## src/rtl/operand_fetch_pkg.sv

```systemverilog
// rtl/operand_fetch_pkg.sv - shared pipeline constants and forward-select encoding
package operand_fetch_pkg;

  localparam int DATA_W = 32;
  localparam int REG_AW = 5;

  localparam logic [REG_AW-1:0] REG_ZERO = '0;

  typedef enum logic [1:0] {
    FWD_RF  = 2'd0,
    FWD_WB  = 2'd1,
    FWD_MEM = 2'd2,
    FWD_EX  = 2'd3
  } fwd_sel_e;

endpackage

```

## src/rtl/operand_fetch_fwd_mux.sv

```systemverilog
// rtl/operand_fetch_fwd_mux.sv - priority forward compare and 4:1 operand select
module fwd_mux #(
  parameter int DATA_W = operand_fetch_pkg::DATA_W,
  parameter int REG_AW = operand_fetch_pkg::REG_AW
) (
  input  logic [REG_AW-1:0] src,
  input  logic              ex_valid,
  input  logic              ex_reg_write,
  input  logic              ex_mem_read,
  input  logic [REG_AW-1:0] ex_dest,
  input  logic [DATA_W-1:0] ex_result,
  input  logic              mem_reg_write,
  input  logic [REG_AW-1:0] mem_dest,
  input  logic [DATA_W-1:0] mem_data,
  input  logic              wb_reg_write,
  input  logic [REG_AW-1:0] wb_dest,
  input  logic [DATA_W-1:0] wb_data,
  input  logic [DATA_W-1:0] rf_data,
  output logic [DATA_W-1:0] data
);

  import operand_fetch_pkg::*;

  logic     src_is_zero;
  fwd_sel_e sel;

  assign src_is_zero = (src == REG_AW'(REG_ZERO));

  // Youngest producer wins; a load in EX has no value yet so it is skipped here
  // and covered by the load-use stall instead. src != 0 implies dest != 0 on match.
  always_comb begin
    sel = FWD_RF;
    if (!src_is_zero) begin
      if (ex_valid && ex_reg_write && !ex_mem_read && (ex_dest == src)) begin
        sel = FWD_EX;
      end else if (mem_reg_write && (mem_dest == src)) begin
        sel = FWD_MEM;
      end else if (wb_reg_write && (wb_dest == src)) begin
        sel = FWD_WB;
      end
    end
  end

  // Register zero always reads as zero regardless of any bypass path.
  always_comb begin
    data = '0;
    if (!src_is_zero) begin
      case (sel)
        FWD_EX:  data = ex_result;
        FWD_MEM: data = mem_data;
        FWD_WB:  data = wb_data;
        default: data = rf_data;
      endcase
    end
  end

endmodule

```

## src/rtl/operand_fetch.sv

```systemverilog
// rtl/operand_fetch.sv - ID/EX stage with forwarding, load-use stall and stall counter
module operand_fetch #(
  parameter int DATA_W = operand_fetch_pkg::DATA_W,
  parameter int REG_AW = operand_fetch_pkg::REG_AW,
  parameter int CNT_W  = 32
) (
  input  logic              clk,
  input  logic              rst,
  input  logic              id_valid,
  input  logic [REG_AW-1:0] id_rs,
  input  logic [REG_AW-1:0] id_rt,
  input  logic              id_uses_rs,
  input  logic              id_uses_rt,
  input  logic [REG_AW-1:0] id_dest,
  input  logic              id_reg_write,
  input  logic              id_mem_read,
  input  logic [DATA_W-1:0] id_imm,
  input  logic [DATA_W-1:0] rf_rd1,
  input  logic [DATA_W-1:0] rf_rd2,
  input  logic [DATA_W-1:0] ex_result,
  input  logic              mem_reg_write,
  input  logic [REG_AW-1:0] mem_dest,
  input  logic [DATA_W-1:0] mem_data,
  input  logic              wb_reg_write,
  input  logic [REG_AW-1:0] wb_dest,
  input  logic [DATA_W-1:0] wb_data,
  input  logic              flush,
  output logic              stall,
  output logic              ex_valid,
  output logic              ex_reg_write,
  output logic              ex_mem_read,
  output logic [REG_AW-1:0] ex_dest,
  output logic [DATA_W-1:0] ex_op_a,
  output logic [DATA_W-1:0] ex_op_b,
  output logic [DATA_W-1:0] ex_imm,
  output logic [CNT_W-1:0]  stall_count
);

  import operand_fetch_pkg::*;

  logic [DATA_W-1:0] fwd_a;
  logic [DATA_W-1:0] fwd_b;
  logic              rs_hit;
  logic              rt_hit;
  logic              ex_is_load;

  fwd_mux #(.DATA_W(DATA_W), .REG_AW(REG_AW)) u_fwd_rs (
    .src           (id_rs),
    .ex_valid      (ex_valid),
    .ex_reg_write  (ex_reg_write),
    .ex_mem_read   (ex_mem_read),
    .ex_dest       (ex_dest),
    .ex_result     (ex_result),
    .mem_reg_write (mem_reg_write),
    .mem_dest      (mem_dest),
    .mem_data      (mem_data),
    .wb_reg_write  (wb_reg_write),
    .wb_dest       (wb_dest),
    .wb_data       (wb_data),
    .rf_data       (rf_rd1),
    .data          (fwd_a)
  );

  fwd_mux #(.DATA_W(DATA_W), .REG_AW(REG_AW)) u_fwd_rt (
    .src           (id_rt),
    .ex_valid      (ex_valid),
    .ex_reg_write  (ex_reg_write),
    .ex_mem_read   (ex_mem_read),
    .ex_dest       (ex_dest),
    .ex_result     (ex_result),
    .mem_reg_write (mem_reg_write),
    .mem_dest      (mem_dest),
    .mem_data      (mem_data),
    .wb_reg_write  (wb_reg_write),
    .wb_dest       (wb_dest),
    .wb_data       (wb_data),
    .rf_data       (rf_rd2),
    .data          (fwd_b)
  );

  // Load-use detection looks only at registered EX state, never at ex_result,
  // so the stall path stays short.
  always_comb begin
    ex_is_load = ex_valid && ex_mem_read && ex_reg_write && (ex_dest != REG_AW'(REG_ZERO));
    rs_hit     = id_uses_rs && (id_rs == ex_dest);
    rt_hit     = id_uses_rt && (id_rt == ex_dest);
    stall      = id_valid && ex_is_load && (rs_hit || rt_hit);
  end

  // ID/EX pipeline register: reset, then flush/stall bubble, then normal capture.
  always_ff @(posedge clk) begin
    if (rst) begin
      ex_valid     <= 1'b0;
      ex_reg_write <= 1'b0;
      ex_mem_read  <= 1'b0;
      ex_dest      <= '0;
      ex_op_a      <= '0;
      ex_op_b      <= '0;
      ex_imm       <= '0;
    end else if (flush || stall) begin
      ex_valid     <= 1'b0;
      ex_reg_write <= 1'b0;
      ex_mem_read  <= 1'b0;
      ex_dest      <= '0;
      ex_op_a      <= '0;
      ex_op_b      <= '0;
      ex_imm       <= '0;
    end else begin
      ex_valid     <= id_valid;
      ex_reg_write <= id_valid && id_reg_write;
      ex_mem_read  <= id_valid && id_mem_read;
      ex_dest      <= id_dest;
      ex_op_a      <= fwd_a;
      ex_op_b      <= fwd_b;
      ex_imm       <= id_imm;
    end
  end

  // Saturating count of load-use stall cycles; counts even when a flush coincides.
  always_ff @(posedge clk) begin
    if (rst) begin
      stall_count <= '0;
    end else if (stall && (stall_count != {CNT_W{1'b1}})) begin
      stall_count <= stall_count + 1'b1;
    end
  end

endmodule

```

## config.mk

```make
export PLATFORM = sky130hd
export DESIGN_NAME = operand_fetch
export DESIGN_NICKNAME = d
export VERILOG_FILES = /design/src/rtl/operand_fetch_pkg.sv /design/src/rtl/operand_fetch_fwd_mux.sv /design/src/rtl/operand_fetch.sv
export SDC_FILE = /design/constraint.sdc
export NUM_CORES = 1
export LEC_CHECK = 0
export BUFFER_PORTS_ARGS = -buffer_cell sky130_fd_sc_hd__buf_2
export CORE_AREA = 2 2 142 144
export DETAILED_ROUTE_END_ITERATION = 16
export DIE_AREA = 0 0 144 146
export GPL_TIMING_DRIVEN = 0
export PLACE_DENSITY = 0.68
export SYNTH_ARGS = -nofsm -noshare
export SYNTH_HDL_FRONTEND = slang
export SYNTH_SLANG_ARGS = --single-unit
```

## constraint.sdc

```tcl
create_clock -name clk -period 3 [get_ports clk]
set_input_delay 0.6 -clock clk [delete_from_list [all_inputs] [get_ports clk]]
set_output_delay 0.6 -clock clk [all_outputs]
set_load 0.005 [all_outputs]
```

=== After elaboration in Yosys (flattened, before gate mapping) ===
Index checks and enable logic that the tools add are counted.

* Flip-flop bits (word level): 136
* Bits in latches: 0
* Bits in writable memories: 0
* Memory bits (read-only): 0
* Input port bits: 227
* Output and inout port bits: 137
* Memories: 0

* $add $sub $neg: 1
* Multiply operators: 0
* Div/mod/pow operators: 0
* Magnitude comparators: 0
* Equality and inequality tests: 15
* Shift-type cells: 0
* Muxes and demuxes: 10
* Bitwise logic cells: 0
* Reductions and logical operators: 27

{| class="wikitable"
|+ Operators with widths
! kind !! number
|-
| $pmux 32 s3 || 2
|-
| $eq 5x5->1 || 8
|-
| $add 32x1->32 const B || 1
|-
| $ne 32x32->1 const B || 1
|-
| $logic_and 1x1->1 || 18
|-
| $mux 2 || 6
|-
| $logic_not 5->1 || 2
|-
| $eq 2x2->1 const B || 4
|-
| $reduce_or 3->1 || 2
|-
| $reduce_bool 5->1 || 1
|-
| $eq 2x1->1 const B || 2
|-
| $logic_or 1x1->1 || 2
|-
| $mux 1 || 2
|-
| $reduce_or 2->1 || 1
|-
| $logic_not 1->1 || 1
|}

=== Depth between registers and ports, before layout ===
* Depth in word-level cells: 8
* Mapped depth: 9
* Mapped depth without buffers: 7

=== Cells and area by module ===
From an unflattened synthesis, not the netlist that was laid out.

* Cells, all modules: 955
* Area total of the unflattened synthesis: 7428.4 µm²

{| class="wikitable"
|+ By module, submodules not included
! module !! times used !! cells an instance !! area an instance (µm²) !! seq. area each (µm²)
|-
| operand_fetch || 1 || 449 || 4640.7 || 2722.6
|-
| fwd_mux || 2 || 253 || 1393.8 || 0.0
|}

=== Worst setup path after synthesis ===
Ideal clock, no wire load.

* Path type: register to output
* Start: register ex_dest[2]
* End: output port stall
* Arrival time: 1807 ps
* Required time: 2400 ps
* Path slack: 593 ps
* Stages on the path, launching flop included: 8
* Path through: dfxtp_1 > or4_1 > o211ai_1 > nor4_4 > nor2_1 > buf_2 > buf_2 > inv_1

* Cells in the longest elaborated chain, start to end: 4
* Elaborated cells on any way between the ends: 9
* Those cells by class: eq/ne: 2; reduce/logical: 7

{| class="wikitable"
|+ Ends and longest elaborated chain
! what !! RTL line !! RTL
|-
| start, declared || operand_fetch.sv:32 || <nowiki>output logic [REG_AW-1:0] ex_dest,</nowiki>
|-
| start signal, assigned || operand_fetch.sv:112 || <nowiki>ex_dest <= id_dest;</nowiki>
|-
| $eq 5x5->1 (tied with other cells) || operand_fetch.sv:85 || <nowiki>rs_hit = id_uses_rs && (id_rs == ex_dest);</nowiki>
|-
| $logic_and 1x1->1, on equally long branches || operand_fetch.sv:85, operand_fetch.sv:84, operand_fetch.sv:86 ||
|-
| $logic_or 1x1->1 / $logic_and 1x1->1 (equally long branches) || operand_fetch.sv:87 || <nowiki>stall = id_valid && ex_is_load && (rs_hit || rt_hit);</nowiki>
|-
| $logic_and 1x1->1 (*) || operand_fetch.sv:87 ||
|-
| end, declared || operand_fetch.sv:28 || <nowiki>output logic stall,</nowiki>
|}

Mark *: on every way between the ends. The rest lies on a longest branch, timed or not.

=== Worst setup path in the final report ===
* Start: register ex_dest[3]
* End: output port stall

The elaborated chain is that of the path after synthesis.

==> flow_summary.json <==
{
  "place_congestion": 0.917,
  "synth.distinct_cells": 51,
  "die_w_um": 144,
  "insertion_delay_ns": 0.42,
  "die_area_um2": 21000,
  "period_minus_slack_ns": 2.90,
  "drcViolationCount": 0,
  "rows": 51,
  "antenna_left": 0,
  "synth_async_sr_flop_share_pct": 0,
  "syn_inst": 818,
  "p_per_area_nw_per_um2": 470,
  "end_kind": "primary output",
  "cts.sinks": 136,
  "ys.warnings.count": 0,
  "final_util_pct": 49.8,
  "nets": 1430,
  "drt-wirelength-per-cell_um": 20.5,
  "first_pass_iters": 5,
  "syn2layout_area_growth_pct": 40.6,
  "rsz0062_at_grt": "false",
  "grt_antenna_before_repair": 7,
  "grt_pass1_wl_mm": 45.1,
  "syn_nets": 1046,
  "synth_area_leaders": "dfxtp_1, a21oi_1, nor2_1",
  "fillers": 1970,
  "setup_violations": 0,
  "tightest_slew_ns": 0.960,
  "routed_wl_mm": 30.5,
  "dp_hpwl_mm": 23.5,
  "numPortBuffers": 362,
  "crit_fanout": 19,
  "viasPerCell": 5.53,
  "grt_use_total_pct": 28.0,
  "start_kind": "register",
  "cts_made_buffers": 17,
  "required_ns": 2.40,
  "worstSetupPathType": "register to primary output",
  "core_um2": 19300,
  "syn_area_um2": 6840,
  "io_pins": 364,
  "routed-via-count": 8240,
  "clock_path_buffers": 2,
  "drtIter0Drc": 760,
  "synth_area_leader_cell": "dfxtp_1",
  "synth-edff-count": 0,
  "ys_seq_area_share_pct": 39.8,
  "maxCapViolations": 0,
  "overflow": 0,
  "slew_headroom_pct": 35.5,
  "grt_pass1_vias": 8023,
  "maxSlewViolCount": 0,
  "cp_cell_sequence": "or4_1 -> o211ai_1 -> nor4_4 -> nor2_2 -> buf_6 -> inv_1 -> buf_2",
  "drive_above_1_share_pct": 37.0,
  "ys_ff_latch": 136,
  "clk_pin_slew_ns": 0.06,
  "cp_top_family": "simple AND/OR/NAND/NOR gates",
  "grt_start_max_net_pins": 20,
  "peakVddDrop_mv": 0.358,
  "min_path_type": "input pin to register",
  "status": "finished, final reports clean",
  "hold_viol_final": 0,
  "hold_slack_ns": 0.372,
  "syn_area_per_cell_um2": 8.36,
  "initial_core_util_pct": 35.4,
  "ys.flop_type": "dfxtp_1",
  "path_buf_inv": 3,
  "fin_tns_setup_ns": 0,
  "max_freq_mhz": 345,
  "cp_slowest_cell": "or4_1",
  "cts.hold.buffers_added": 0,
  "fp.dieH_um": 146,
  "finClkSkew_ns": 0.0145,
  "crit_arrival_ns": 2.30,
  "timing.final.crit_share_pct": 96.6,
  "htree_levels": 4,
  "cts-root-buf": "clkbuf_16",
  "cts_tree": "yes",
  "synth_top_area_share_pct": 39.8,
  "p_leak_nw": 4.18,
  "slowest_delay_ns": 0.55
}
## what timing repair did
action / in CTS / in global routing
buffers inserted: 0 / 4
endpoints found under the setup margin: 1 / 3
pin swaps: 0 / 3
gates resized for setup: 3 / 1
## cells by family (layout without fill, tap and decap cells)
kind of cell	after synthesis	count (layout)	synth area share (%)
simple gates	333	333	25.4
compound gates	230	230	24.2
flops	136	136	39.8
buf+inv	75	472	4.52
xor+xnor	30	30	3.84
mux	13	13	2.14
fa+ha+maj	1	1	0.183
other cells	0	9	0
## cell type report
type	instances	area [um2]	share of cell area (%)
Multi-Input combinational cell	607	3810	39.6
Timing Repair Buffer	366	1840	19.1
Clock buffer	19	443	4.60
Antenna cell	9	22.5	0.234
Tap cell	265	332	3.45
Clock inverter	13	135	1.40
Inverter	5	18.8	0.195
Sequential cell	136	2720	28.3
Buffer	69	292	3.03
## synthesized netlist by cell type, types with 10 or more instances
master,instances
dfxtp_1,136
a21oi_1,97
nor2_1,93
nand2_1,60
clkbuf_1,54
nand3_1,48
and2_1,43
o221ai_1,26
or4_1,22
o2bb2ai_1,20
o221a_2,19
o31ai_1,17
xnor2_1,16
xor2_1,14
a211oi_1,13
nor2b_1,13
mux2_2,12
o211ai_1,11
buf_2,10
nand4_1,10
o221a_1,10
## path summary, 6_finish.rpt
path	startpoint	to	slack [ns]	depth (start not counted)
max	ex_dest[3]$_SDFF_PP0_	stall	0.10	7
min	id_dest[0]	ex_dest[0]$_SDFF_PP0_	0.37	2
max reg2reg	ex_dest[0]$_SDFF_PP0_	ex_op_b[28]$_SDFF_PP0_	0.23	8
min reg2reg	stall_count[12]$_SDFFE_PP0P_	stall_count[12]$_SDFFE_PP0P_	0.49	2
## power breakdown
group          total [mW]  internal [mW]  leakage, nW  switching, mW
Combinational       0.519          0.246         2.80          0.273
Sequential           1.89           1.87         1.11         0.0204
Clock                2.12           1.19        0.272          0.926
Total                4.52           3.30         4.18           1.22
## routing by layer
metal,global-route usage [%],up-vias,wire length [um]
met5,0.957,-,0
met4,11.8,0,1070
met3,6.98,77,3020
met2,45.8,513,14300
met1,34.9,3853,12100
li1,-,3797,-
## through the flow
stage / total power [mW] / setup WS [ns] / instance area (um2) / instances
2_1_floorplan: 2.12 / 0.593 / 6840 / 818
4_1_cts: 4.55 / 0.0585 / 9570 / 1476
6_report: 4.52 / 0.102 / 9620 / 1489
3_3_place_gp: 2.43 / -0.144 / 8980 / 1445
5_1_grt: 4.68 / 0.0166 / 9610 / 1486
3_5_place_dp: 2.44 / -0.217 / 8980 / 1445
## registers in the layout (all words and copies together) (netlist names)
| signal | cells |
|---|---|
| ex_dest | 5 |
| ex_imm | 32 |
| ex_mem_read | 1 |
| ex_op_a | 32 |
| ex_op_b | 32 |
| ex_reg_write | 1 |
| ex_valid | 1 |
| stall_count | 32 |
## cells in the final DEF (no fill, tap or decap), drive strengths merged, types with 2 or more instances in the layout
master / synthesis / final
nor3: 7 / 7
nand2: 60 / 60
nand3: 48 / 48
and3: 5 / 5
and4: 6 / 6
o211ai: 11 / 11
xor2: 14 / 14
o31ai: 17 / 17
nor4: 12 / 12
or4: 22 / 22
o221a: 29 / 29
nor4b: 3 / 3
xnor2: 16 / 16
diode: 0 / 9
or3: 2 / 2
a21oi: 97 / 97
dfxtp: 136 / 136
inv: 5 / 12
a21o: 8 / 8
clkinvlp: 0 / 4
a2111oi: 2 / 2
mux2: 13 / 13
and2: 43 / 43
nor2: 93 / 93
buf: 16 / 381
o221ai: 26 / 26
a211oi: 13 / 13
nor2b: 13 / 13
o21ai: 4 / 4
o2bb2ai: 20 / 20
or2: 3 / 3
clkbuf: 54 / 73
nand4: 10 / 10
(Power assumes the default switching activity.)
